===== src/rtl/multi_click_detector_pkg.sv =====
// Shared definitions for the multi-click detector: FSM state encodings and
// the click_count width helper for consumers sizing their ports.
package multi_click_detector_pkg;

  localparam logic [1:0] ST_IDLE    = 2'd0;
  localparam logic [1:0] ST_WAIT    = 2'd1;
  localparam logic [1:0] ST_HOLDOFF = 2'd2;

  typedef enum logic [1:0] {
    S_IDLE    = ST_IDLE,
    S_WAIT    = ST_WAIT,
    S_HOLDOFF = ST_HOLDOFF
  } state_e;

  function automatic int count_width(input int max_clicks);
    return $clog2(max_clicks + 1);
  endfunction

  function automatic int max_of(input int a, input int b);
    return (a > b) ? a : b;
  endfunction

endpackage


===== src/rtl/cycle_timer.sv =====
// Up-counter with synchronous clear and enable; flags the cycle where the
// count equals limit-1. Shared by the click window and the report holdoff.
module cycle_timer #(
  parameter int TW = 8
) (
  input  logic          clk,
  input  logic          rst,
  input  logic          clear,
  input  logic          enable,
  input  logic [TW-1:0] limit,
  output logic [TW-1:0] value,
  output logic          terminal
);

  always_ff @(posedge clk) begin
    if (rst || clear) begin
      value <= '0;
    end else if (enable) begin
      value <= value + TW'(1);
    end
  end

  assign terminal = (value == limit - TW'(1));

endmodule


===== src/rtl/multi_click_detector.sv =====
// Groups one-shot press pulses into click sequences and emits one strobe per
// sequence carrying the click count (saturating at MAX_CLICKS).
module multi_click_detector
  import multi_click_detector_pkg::*;
#(
  parameter int WINDOW_CYCLES  = 12_500_000,
  parameter int MAX_CLICKS     = 3,
  parameter int HOLDOFF_CYCLES = 0
) (
  input  logic                                  clk,
  input  logic                                  rst,
  input  logic                                  click_pulse,
  output logic                                  click_valid,
  output logic [count_width(MAX_CLICKS)-1:0]    click_count,
  output logic                                  busy
);

  localparam int CW = count_width(MAX_CLICKS);
  localparam int TW = $clog2(max_of(WINDOW_CYCLES, HOLDOFF_CYCLES) + 1);

  state_e          state, next_state;
  logic [CW-1:0]   count, count_next;
  logic [CW:0]     count_inc;
  logic [TW-1:0]   timer, limit;
  logic            timer_clear, timer_en, terminal;
  logic            report;
  logic [CW-1:0]   report_value;

  assign limit     = (state == S_HOLDOFF) ? TW'(HOLDOFF_CYCLES) : TW'(WINDOW_CYCLES);
  assign count_inc = (CW+1)'(count) + (CW+1)'(1);

  cycle_timer #(.TW(TW)) u_timer (
    .clk      (clk),
    .rst      (rst),
    .clear    (timer_clear),
    .enable   (timer_en),
    .limit    (limit),
    .value    (timer),
    .terminal (terminal)
  );

  always_comb begin
    next_state   = state;
    count_next   = count;
    timer_clear  = 1'b0;
    timer_en     = 1'b0;
    report       = 1'b0;
    report_value = count;
    case (state)
      S_IDLE: begin
        if (click_pulse) begin
          count_next  = CW'(1);
          timer_clear = 1'b1;
          next_state  = S_WAIT;
        end
      end
      S_WAIT: begin
        // A click always wins over the window expiring on the same edge.
        if (click_pulse) begin
          timer_clear = 1'b1;
          if (count_inc < (CW+1)'(MAX_CLICKS)) begin
            count_next = count_inc[CW-1:0];
          end else begin
            report       = 1'b1;
            report_value = CW'(MAX_CLICKS);
            next_state   = (HOLDOFF_CYCLES > 0) ? S_HOLDOFF : S_IDLE;
          end
        end else if (terminal) begin
          timer_clear = 1'b1;
          report      = 1'b1;
          next_state  = (HOLDOFF_CYCLES > 0) ? S_HOLDOFF : S_IDLE;
        end else begin
          timer_en = 1'b1;
        end
      end
      S_HOLDOFF: begin
        if (terminal) begin
          timer_clear = 1'b1;
          next_state  = S_IDLE;
        end else begin
          timer_en = 1'b1;
        end
      end
      default: begin
        timer_clear = 1'b1;
        next_state  = S_IDLE;
      end
    endcase
  end

  always_ff @(posedge clk) begin
    if (rst) begin
      state       <= S_IDLE;
      count       <= '0;
      click_valid <= 1'b0;
      click_count <= '0;
      busy        <= 1'b0;
    end else begin
      state       <= next_state;
      count       <= count_next;
      click_valid <= report;
      busy        <= (state != S_IDLE);
      if (report) begin
        click_count <= report_value;
      end
    end
  end

endmodule


===== config.mk =====
export PLATFORM = sky130hd
export DESIGN_NAME = multi_click_detector
export DESIGN_NICKNAME = d
export VERILOG_FILES = /design/src/rtl/multi_click_detector_pkg.sv /design/src/rtl/cycle_timer.sv /design/src/rtl/multi_click_detector.sv
export SDC_FILE = /design/constraint.sdc
export NUM_CORES = 1
export LEC_CHECK = 0
export ABC_AREA = 1
export CAP_MARGIN = 20
export CORE_MARGIN = 2
export CORE_UTILIZATION = 30
export DETAILED_ROUTE_END_ITERATION = 8
export PLACE_DENSITY = 0.52
export SLEW_MARGIN = 20
export SYNTH_ARGS = -nofsm -noshare
export SYNTH_HDL_FRONTEND = slang
export SYNTH_SLANG_ARGS = --single-unit

===== constraint.sdc =====
create_clock -name clk -period 1.8 [get_ports clk]
set_input_delay 0.36 -clock clk [delete_from_list [all_inputs] [get_ports clk]]
set_output_delay 0.36 -clock clk [all_outputs]
set_load 0.02 [all_outputs]

# --- After elaboration in Yosys (flattened, before gate mapping) ---
# Cells that the tools add are included.
word_totals:
  ff_bits: 32
  in_bits: 3
op_classes:
  add_sub_neg: 3
  n_lt_le_gt_ge: 1
  eq_ne: 7
  n_mux: 22
  reduce_logical: 6
ops:
  columns: ["cell", "n"]
  rows:
  - ["adder 24 x 1 -> 24 bit, second input constant", 1]
  - ["equality test 24 bit", 1]
  - ["2-to-1 mux 24 bit", 1]
  - ["subtractor 24 x 1 -> 24 bit, second input constant", 1]
  - ["2-to-1 mux 2 bit", 9]
  - ["2-to-1 mux 1 bit", 8]
  - ["inequality test 2 bit, second input constant", 3]
  - ["one-hot mux 2 bit (3 select lines)", 1]
  - ["one-hot mux 2 bit (2 select lines)", 1]
  - ["AND reduction 4 bit", 1]
  - ["nonzero test 2 bit", 2]
  - ["adder 2 x 1 -> 3 bit, second input constant", 1]
  - ["less-than comparator 3 x 2 -> 1 bit, second input constant", 1]
  - ["inequality test 3 bit, second input constant", 1]
  - ["one-hot mux 1 bit (3 select lines)", 1]
  - ["equality test 2 x 1 -> 1 bit, second input constant", 1]
  - ["equality test 2 bit, second input constant", 1]
  - ["zero test 2 bit", 1]
  - ["one-hot mux 1 bit (2 select lines)", 1]
  - ["AND reduction 2 bit", 1]
  - ["logical OR 1 bit", 1]

# --- Logic depth before layout (Yosys ltp) ---
depth:
  ltp_word: 8
  depth_mapped: 12
  mapped_depth_nobuf: 11

# --- Hierarchy ---
# From an unflattened synthesis, not the netlist that was laid out.
hier_totals:
  cells_unflattened: 441
  hier_area_um2: 2710.1
by_module_without_submodules:
  columns: ["module", "n_inst", "cells_each", "area_each_um2", "seq_area_each_um2"]
  rows:
  - ["cycle_timer", 1, 368, 2183.3, 480.5]
  - ["multi_click_detector", 1, 73, 526.8, 160.2]

# --- Worst setup path after synthesis ---
# No wires, ideal clock.
synth_path:
  kind: "register to register"
  from: "reg u_timer.value[0]"
  to: "reg u_timer.value[15]"
  setup_ps: 115
  arrival_time_ps: 1528
  slack_ps: 157
  path_stages_with_launch: 12
  period_less_slack_ps: 1643
  cell_sequence: "dfxtp_1 ha_1 inv_1 nor2_4 nand2_1 nor2_1 nand3_2 nand3_4 inv_2 buf_6 nand2_1 a21oi_2"
synth_between:
  elab_chain_len: 5
  word_cells_on_any_way: 9
synth_lines:
  columns: ["item", "line", "source"]
  rows:
  - ["start, declared", "cycle_timer.sv:11", "output logic [TW-1:0] value,"]
  - ["start signal, assigned", "cycle_timer.sv:19", "value <= value + TW'(1);"]
  - ["branches (longest 5 deep; another with adder 24 x 1 -> 24 bit)", null, null]
# Parallel ways; which one is timed is not known.
# A chain may end at the register's enable or synchronous reset.

# --- Worst setup path after layout ---
layout_path:
  from: "reg state[0]"
  to: "reg u_timer.value[21]"
layout_between:
  elab_chain_len: 8
  word_cells_on_any_way: 13
layout_lines:
  columns: ["item", "line", "source"]
  rows:
  - ["start, declared", "multi_click_detector.sv:21", "state_e state, next_state;"]
  - ["start signal, assigned", "multi_click_detector.sv:99", "state <= next_state;"]
  - ["equality test 2 bit", "multi_click_detector.sv:29, multi_click_detector.sv:49", null]
  - ["2-to-1 mux 24 bit", "multi_click_detector.sv:29", "assign limit = (state == S_HOLDOFF) ? TW'(HOLDOFF_CYCLES) : TW'(WINDOW_CYCLES);"]
  - ["subtractor 24 x 1 -> 24 bit", "cycle_timer.sv:23", "assign terminal = (value == limit - TW'(1));"]
  - ["equality test 24 bit", "cycle_timer.sv:23", null]
  - ["2-to-1 mux 1 bit", "multi_click_detector.sv:68, multi_click_detector.sv:77", null]
  - ["2-to-1 mux 1 bit", "multi_click_detector.sv:59", "if (click_pulse) begin"]
  - ["one-hot mux 1 bit (3 select lines)", "multi_click_detector.sv:49", "case (state)"]
  - ["logical OR 1 bit", "cycle_timer.sv:16", "if (rst || clear) begin"]
# Several ways; a longest one is shown, not always the timed one.

==> qor_table.md <==
| Quantity | This run | Unit |
| --- | --- | --- |
| Post-detailed-route wirelength per cell | 11.3 | um |
| Number of iterations in the first detailed-routing pass | 4 | - |
| Worst Path Required | 2.01 | ns |
| Shortest clock period the worst path allows after layout | 1.66 | ns |
| Remaining antenna violation count | 0 | - |
| Worst-path maximum fanout | 24 | - |
| Via total after detailed routing | 1,954 | - |
| I/O pins | 7 | - |
| CTS buffer count | 5 | - |
| Summed negative setup slack over all endpoints | 0 | ns |
| Count of endpoints failing hold in the final timing report | 0 | - |
| Worst Max-Slew Pin Slew | 0.303 | ns |
| Outcome | finished clean | - |
| Least setup slack across all paths after layout | 0.136 | ns |
| Remaining DRCs | 0 | - |
| Number of antenna violations at the first check in global routing | 0 | - |
| Number of filler cells placed in the layout | 762 | - |
| Net count after synthesis | 323 | - |
| Area of the core | 0.00683 | sq mm |
| Share of cells above drive strength 1 | 0.213 | - |
| Post-synthesis sequential element count | 32 | - |
| Max Clk Rate | 601 | MHz |
| Count of yosys warnings during synthesis | 0 | - |
| Kind of path behind the tightest hold check | register to register | - |
| Endpoint kind of the worst setup timing path | register | - |
| Top cell type by total area after synthesis | sky130_fd_sc_hd__dfxtp_1 | - |
| Data arrival time of the worst path | 1.87 | ns |
| Via count of the first global-routing pass | 1,880 | - |
| Root Driver | sky130_fd_sc_hd__clkbuf_8 | - |
| Power density of the placed cells | 560 | mW/mm^2 |
| Synth area leaders | sky130_fd_sc_hd__dfxtp_1, sky130_fd_sc_hd__nand2_1, sky130_fd_sc_hd__nor2_1, sky130_fd_sc_hd__a21oi_2, sky130_fd_sc_hd__ha_1 | - |
| Worst r2r dst | u_timer.value[21] | - |
| DP HPWL | 3.75 | mm |
| Max Buffers Root-to-Sink | 2 | - |
| Commonest non-fill, non-tap cell in the layout | sky130_fd_sc_hd__nand2_1 | - |
| Number of maximum-capacitance constraint violations | 0 | - |
| Minimum setup slack among reg-to-reg paths | 0.14 | ns |
| Sort of element at the start of the critical path | register | - |
| Path depth of the worst reg2reg path | 8 | - |
| Worst slew margin | 0.796 | - |
| Die Span Y | 88.5 | um |
| Post-route clock period utilization | 0.925 | - |
| Area of the die | 0.00783 | sq mm |
| Setup crit start | state[0] | - |
| Average instance area after synthesis | 6.86 | sq um |
| Worst setup slack before clock tree synthesis | -0.0351 | ns |
| Number of input and output port buffers inserted | 6 | - |
| Largest net degree at the start of global routing | 25 | - |
| All-Layer GR Usage | 0.141 | - |
| Latest clock arrival within the worst-skew pair | 0.28 | ns |
| GRT Residual Overflow | 0 | - |
| Rows | 30 | - |
| Clock input transition at the sequential cells of the worst setup and hold paths | 0.07 | ns |
| Total Routed Length | 4.89 | mm |
| Share of the yosys chip area belonging to registers | 0.299 | - |
| Count of mapped cells out of synthesis | 312 | - |
| Worst Setup Path Type | register to register | - |
| Leakage | 0.000906 | uW |
| Slew Limit Fails | 0 | - |
| Die Span X | 88.5 | um |
| Count of unique library cells instantiated by Yosys | 29 | - |
| Worst clock skew | 0.00697 | ns |
| Area of the mapped netlist | 0.00214 | sq mm |
| Critical path capture point | u_timer.value[21] | - |
| Synth top area share | 0.299 | - |
| TritonCTS clock tree | built | - |
| Count of H-tree levels built during CTS | 2 | - |
| FF-to-FF Start | state[0] | - |
| Via-to-Cell Ratio | 4.50 | - |
| # nets final | 348 | - |
| Clock net sink count | 32 | - |
| Hold buffer count at CTS | 0 | - |
| Number of endpoints failing setup at the final stage | 0 | - |
| Highest-count cells in the layout ignoring fill and taps | sky130_fd_sc_hd__nand2_1, sky130_fd_sc_hd__nor2_1, sky130_fd_sc_hd__dfxtp_1, sky130_fd_sc_hd__inv_1, sky130_fd_sc_hd__a21oi_2 | - |
| Area Growth Syn to Fin | 20.2 | % |
| Worst vdd ir | 219 | uV |
| Routability Congestion | 0.830 | - |
| 1st-iter DRT viols | 64 | - |
| Global-route wire length before repair | 8.68 | mm |
| Number of antenna repair diodes | 0 | - |
| Initial standard-cell utilization of the core | 0.313 | - |
| Number of buffers added for setup after CTS | 0 | - |
## cells in the mapped netlist
cell,instances
sky130_fd_sc_hd__o21ai_0,6
sky130_fd_sc_hd__clkbuf_2,1
sky130_fd_sc_hd__nor2_4,2
sky130_fd_sc_hd__nand3_2,2
sky130_fd_sc_hd__nor4_1,1
sky130_fd_sc_hd__a21oi_2,18
sky130_fd_sc_hd__dfxtp_1,32
sky130_fd_sc_hd__nand2_1,106
sky130_fd_sc_hd__o21ai_1,1
sky130_fd_sc_hd__buf_8,1
sky130_fd_sc_hd__inv_1,24
sky130_fd_sc_hd__nor3_1,2
sky130_fd_sc_hd__nand2_2,9
sky130_fd_sc_hd__nor2_2,1
sky130_fd_sc_hd__nand4_1,6
sky130_fd_sc_hd__nor2_1,43
sky130_fd_sc_hd__nand3_1,7
sky130_fd_sc_hd__xnor2_1,10
sky130_fd_sc_hd__nand3_4,1
sky130_fd_sc_hd__xor2_1,9
sky130_fd_sc_hd__o21ai_2,1
sky130_fd_sc_hd__a21oi_1,11
sky130_fd_sc_hd__a211oi_1,1
sky130_fd_sc_hd__buf_2,1
sky130_fd_sc_hd__buf_6,4
sky130_fd_sc_hd__inv_2,1
sky130_fd_sc_hd__nand3b_1,2
sky130_fd_sc_hd__ha_1,8
sky130_fd_sc_hd__buf_12,1
## how the worst min path moves through the flow
stage | to | slack, ns | startpoint | cells past startpoint
2_1_floorplan | busy | 0.43 | rst | 1
3_3_place_gp | u_timer.value[22] | 0.47 | u_timer.value[22] | 2
3_5_place_dp | u_timer.value[22] | 0.48 | u_timer.value[22] | 2
4_1_cts | u_timer.value[22] | 0.49 | u_timer.value[22] | 2
5_1_grt | state[1] | 0.52 | state[1] | 2
6_report | state[1] | 0.48 | state[1] | 2
## critical path, stage by stage (launching register included)
cell                      delay, ns
sky130_fd_sc_hd__dfxtp_1       0.31
sky130_fd_sc_hd__buf_4         0.13
sky130_fd_sc_hd__ha_1          0.25
sky130_fd_sc_hd__nand2_1       0.14
sky130_fd_sc_hd__inv_1         0.07
sky130_fd_sc_hd__nor4_1        0.23
sky130_fd_sc_hd__nand3_2       0.13
sky130_fd_sc_hd__buf_12        0.19
sky130_fd_sc_hd__a21oi_1       0.13
## kinds of logic after synthesis
group	count (synthesis)	synth area share
and+or+nand+nor	182	0.367
xor gates and xnor gates	19	0.0777
buffers and inverters	33	0.0859
DFF	32	0.299
AOI/OAI and AO/OA	38	0.123
adders and majority gates	8	0.0468
## metal layers
layer,up-vias,track usage,part of all wire
met1,902,0.181,0.49
met4,0,0.0496,0.013
met3,7,0.0280,0.022
met2,13,0.236,0.47
li1,1032,-,-
met5,-,0,0
## timing repair
item / CTS / global route
endpoints found under the hold margin: 0 / 0
pin swaps: 1 / 0
endpoints found under the setup margin: 21 / 26
resized for setup: 0 / 17
## registers in the layout, indices dropped and copies added, names as in the netlist
name,count
click_valid,1
click_count,2
state,2
busy,1
u_timer.value,24
count,2
## area by class of cell
cell class	instances	area [sq um]	area share
clock buffer	6	82.6	0.0321
clock inverter	2	10.0	0.00389
inverter	25	93.8	0.0365
multi-input combinational	247	1360	0.529
sequential	32	643	0.250
tap	96	120	0.0467
timing repair buffer	26	263	0.102
## power by group
group / total [uW] / switching (uW) / internal, uW
clock network: 575 / 271 / 305
logic: 139 / 85.0 / 54.4
registers: 725 / 6.26 / 719
total: 1440 / 362 / 1080
## per-stage QoR
step,power (uW),instances,hold slack (ns),cell area [sq um],util
4_1_cts,1460,434,0.487,2510,0.368
2_1_floorplan,833,312,0.427,2140,-
5_1_grt,1510,434,0.515,2570,0.377
6_report,1440,434,0.483,2570,0.377
3_3_place_gp,877,426,0.469,2420,0.354
3_5_place_dp,878,426,0.475,2420,0.354
Power figures use the tool's default switching activity.
